<file path="src/rtl/mult_arbiter.sv">
// mult_arbiter: two-requester front end for a shared shift-add multiplier.
// Define MULT_ARB_RR_EN for round-robin arbitration; fixed priority otherwise.
module mult_arbiter #(
    parameter int WIDTH   = 16,
    parameter int TIMEOUT = 64
) (
    input  logic                 clk,
    input  logic                 reset,
    input  logic                 req0,
    input  logic                 req1,
    input  logic [WIDTH-1:0]     a0,
    input  logic [WIDTH-1:0]     b0,
    input  logic [WIDTH-1:0]     a1,
    input  logic [WIDTH-1:0]     b1,
    output logic                 done0,
    output logic                 done1,
    output logic [2*WIDTH-1:0]   result,
    output logic                 err,
    output logic                 busy,
    output logic                 mul_start,
    output logic [WIDTH-1:0]     mul_a,
    output logic [WIDTH-1:0]     mul_b,
    input  logic                 mul_done,
    input  logic [2*WIDTH-1:0]   mul_result
);

    typedef enum logic [1:0] {
        IDLE,
        LOAD,
        RUN,
        DONE
    } state_t;

    localparam logic [7:0] CNT_LAST = 8'(TIMEOUT - 1);

    state_t     state;
    state_t     state_nx;
    logic       owner;
    logic       grant;
    logic       any_req;
    logic       owner_req;
    logic       cnt_hit;
    logic [7:0] cnt;

    assign any_req   = req0 | req1;
    assign owner_req = owner ? req1 : req0;
    assign cnt_hit   = (cnt == CNT_LAST);

`ifdef MULT_ARB_RR_EN
    // last holds the requester served most recently; it loses a tie
    logic last;

    always_ff @(posedge clk) begin
        if (reset) begin
            last <= 1'b1;
        end else if (state == IDLE && any_req) begin
            last <= grant;
        end
    end

    assign grant = req1 & (~req0 | ~last);
`else
    assign grant = req1 & ~req0;
`endif

    always_ff @(posedge clk) begin
        if (reset) begin
            state <= IDLE;
        end else begin
            state <= state_nx;
        end
    end

    always_comb begin
        state_nx = state;
        unique case (state)
            IDLE: begin
                if (any_req) begin
                    state_nx = LOAD;
                end
            end
            LOAD: begin
                state_nx = RUN;
            end
            RUN: begin
                if (mul_done || cnt_hit) begin
                    state_nx = DONE;
                end
            end
            DONE: begin
                if (!owner_req) begin
                    state_nx = IDLE;
                end
            end
        endcase
    end

    always_comb begin
        busy      = (state != IDLE);
        mul_start = (state == LOAD);
        done0     = (state == DONE) && !owner;
        done1     = (state == DONE) && owner;
    end

    // operands are captured once per grant and held until the next one
    always_ff @(posedge clk) begin
        if (reset) begin
            owner  <= 1'b0;
            cnt    <= '0;
            result <= '0;
            err    <= 1'b0;
            mul_a  <= '0;
            mul_b  <= '0;
        end else begin
            unique case (state)
                IDLE: begin
                    if (any_req) begin
                        owner <= grant;
                        mul_a <= grant ? a1 : a0;
                        mul_b <= grant ? b1 : b0;
                    end
                end
                LOAD: begin
                    cnt <= '0;
                end
                RUN: begin
                    if (mul_done) begin
                        result <= mul_result;
                        err    <= 1'b0;
                    end else if (cnt_hit) begin
                        result <= '0;
                        err    <= 1'b1;
                    end else begin
                        cnt <= cnt + 8'd1;
                    end
                end
                DONE: begin
                end
            endcase
        end
    end

endmodule

</file>
<file path="config.mk">
export PLATFORM = sky130hd
export DESIGN_NAME = mult_arbiter
export DESIGN_NICKNAME = d
export VERILOG_FILES = /design/src/rtl/mult_arbiter.sv
export SDC_FILE = /design/constraint.sdc
export NUM_CORES = 1
export LEC_CHECK = 0
export ABC_AREA = 1
export CELL_PAD_IN_SITES_DETAIL_PLACEMENT = 0
export CELL_PAD_IN_SITES_GLOBAL_PLACEMENT = 2
export CORE_UTILIZATION = 20
export DETAILED_ROUTE_END_ITERATION = 10
export PLACE_DENSITY_LB_ADDON = 0.1
export SYNTH_ARGS = -nofsm -noshare
export SYNTH_HDL_FRONTEND = slang
export SYNTH_SLANG_ARGS = --single-unit
</file>
<file path="constraint.sdc">
create_clock -name clk -period 1.6 [get_ports clk]
set_input_delay 0.32 -clock clk [delete_from_list [all_inputs] [get_ports clk]]
set_output_delay 0.32 -clock clk [all_outputs]
set_load 0.05 [all_outputs]
</file>
==> flow_summary.yaml <==
global_routing:
  grt_usage: 0.144
  grt_pass1_vias: 3587
  grt_max_degree: 36
  grt_pass1_wl_mm: 18.6
  antenna_found_initial: 0
  gr-total-overflow: 0
synthesis:
  syn_nets: 561
  synth_seq_area_share: 0.459
  synth_seq_cells: 76
  syn_inst: 455
  avgSynthCellArea_um2: 7.29
  synth.distinct_cells: 23
  netlist_area_mm2: 0.00332
  yosys_warnings: 0
critical_path:
  max_stage_delay_ns: 0.33
  critPathKind: "reg2out"
  arrival_ns: 1.22
  crit_slowest_cell: "dfxtp_2"
  worstPathMaxFanout: 3
  required_ns: 1.28
  reg2reg_depth: 8
  crit_chain: "inv_2, ha_4, clkinvlp_4, buf_12"
  r2r_slack_ns: 0.14
  start_kind: "flip-flop"
  endpoint_kind: "output port"
drt:
  postRouteAntennaNets: 0
  wirelength_mm: 12.0
  drcViolationCount: 0
  vias_per_cell: 4.24
  wl_per_cell_um: 14.1
  drt_pass1_iterations: 4
  dr.first_iter.drc_count: 160
  vias: 3597
cells_and_area:
  finish.instance_area_mm2: 0.00572
  drive_above_1_share: 0.203
  n_fill_cell: 1642
  diodes: 0
  area_growth_pct: 72.4
  fin_nets: 733
  final_common_cell: "nand2_1"
  final_cell_mix: "103 x nand2_1, 102 x a21oi_1, 100 x clkdlybuf4s50_1"
pwr:
  vdd_drop_max_mv: 0.646
  power_mw: 9.28
  p_per_area_mw_per_mm2: 1620
  p_leak_nw: 2.31
sta:
  finalSetupViolCount: 0
  drv_slew: 0
  fin_crit_ns: 1.54
  rsz0062_at_grt: "true"
  period_share: 0.963
  slew_headroom: 0.808
  skew_ns: 0.00768
  hold_viol_final: 0
  whs_ns: 0.477
  fmax_mhz: 649
  tightest_slew_ns: 0.286
status:
  status: "complete, no violations"
cts:
  htreeDepth: 3
  ctsHoldBuffers: 0
  clock_latency_ns: 0.34
  cts.sinks: 76
  cts_tree: "yes"
  cts_buffer_depth: 2
  clk_pin_slew_ns: 0.06
  cts_buffers: 9
  root_buffer: "clkbuf_16"
placement:
  placed_cell_area_mm2: 0.00535
  io_buffers: 169
  gp_congestion: 0.724
  dp_hpwl_mm: 8.42
floorplanning:
  start_util: 0.207
  pin_count: 170
  core_area_mm2: 0.0161
  die_w_um: 131
  die_height_um: 131
  die-area_mm2: 0.0171
  rows: 46
hold_path:
  min_path_type: "reg2reg"
  hold_depth: 2
flow_run:
  drv_cap: 0
final timing paths:
kind | start | endpoint
worst min-delay path | result[13] | result[13]
worst max-delay path | state[1] | busy
worst max register to register | state[1] | mul_b[11]
worst min register to register | result[13] | result[13]
stage by stage:
step / setup TNS (ns) / worst slack (ns) / instances / utilization
6_report: 0 / 0.0591 / 848 / 0.356
5_1_grt: -0.0266 / -0.0160 / 848 / 0.356
4_1_cts: 0 / 0.00429 / 847 / 0.355
3_5_place_dp: -2.54 / -0.116 / 831 / 0.333
3_3_place_gp: -1.33 / -0.102 / 831 / 0.333
2_1_floorplan: 0 / 0.0158 / 455 / -
power breakdown:
group          internal, mW  switching [mW]  total, mW  leakage [nW]
Combinational          1.54            2.77       4.31          1.52
Sequential             2.32           0.227       2.55         0.623
Clock                  1.58           0.843       2.42         0.170
cell usage after synthesis (all sizes together):
library cell  count  share of area
buf              20          0.034
nor2             23          0.034
nand4             9          0.019
o21ai            35          0.053
ha                5          0.019
clkbuf           13          0.015
inv              27          0.031
o211ai            1         0.0023
nand3            39          0.062
dfxtp            76           0.46
nor3              1         0.0015
a21oi           102           0.15
nand2           104           0.12
repair_timing:
| item | 4_1_cts | 5_1_grt |
|---|---|---|
| endpoints found under the setup margin | 2 | 24 |
| resized for setup | 4 | 3 |
| setup buffers | 0 | 1 |
per-layer routing:
layer  part of all wire  track usage  up-vias
met2               0.50        0.240       81
met1               0.42        0.170     1649
li1                   -            -     1861
met4             0.0076       0.0304        0
met3              0.068       0.0631        6
met5                  0            0        -
cell type report:
class | instances | area [um^2] | share of cell area
Sequential cell | 76 | 1520 | 0.266
Tap cell | 216 | 270 | 0.0472
Multi-Input combinational cell | 319 | 1570 | 0.274
Inverter | 27 | 105 | 0.0184
Clock inverter | 5 | 108 | 0.0188
Clock buffer | 11 | 243 | 0.0424
Timing Repair Buffer | 194 | 1910 | 0.333
registers in the layout, indices dropped and copies added, names as in the netlist:
register  count
result       32
mul_a        16
mul_b        16
cnt           8
state         2
err           1
owner         1
worst max-delay path, delay by kind of cell, from the launching register on:
family / cells / cell delay, ns
fa+ha+maj: 1 / 0.15
buf+inv: 3 / 0.40
flops: 1 / 0.33
logic make-up after synthesis:
| family | Yosys count | share of synthesized area |
|---|---|---|
| flip-flops | 76 | 0.459 |
| buffers and inverters | 60 | 0.0788 |
| AND/OR/NAND/NOR | 176 | 0.235 |
| AO/OA/AOI/OAI | 138 | 0.209 |
| adder cells (fa/ha/maj) | 5 | 0.0189 |
(Power assumes the default switching activity.)
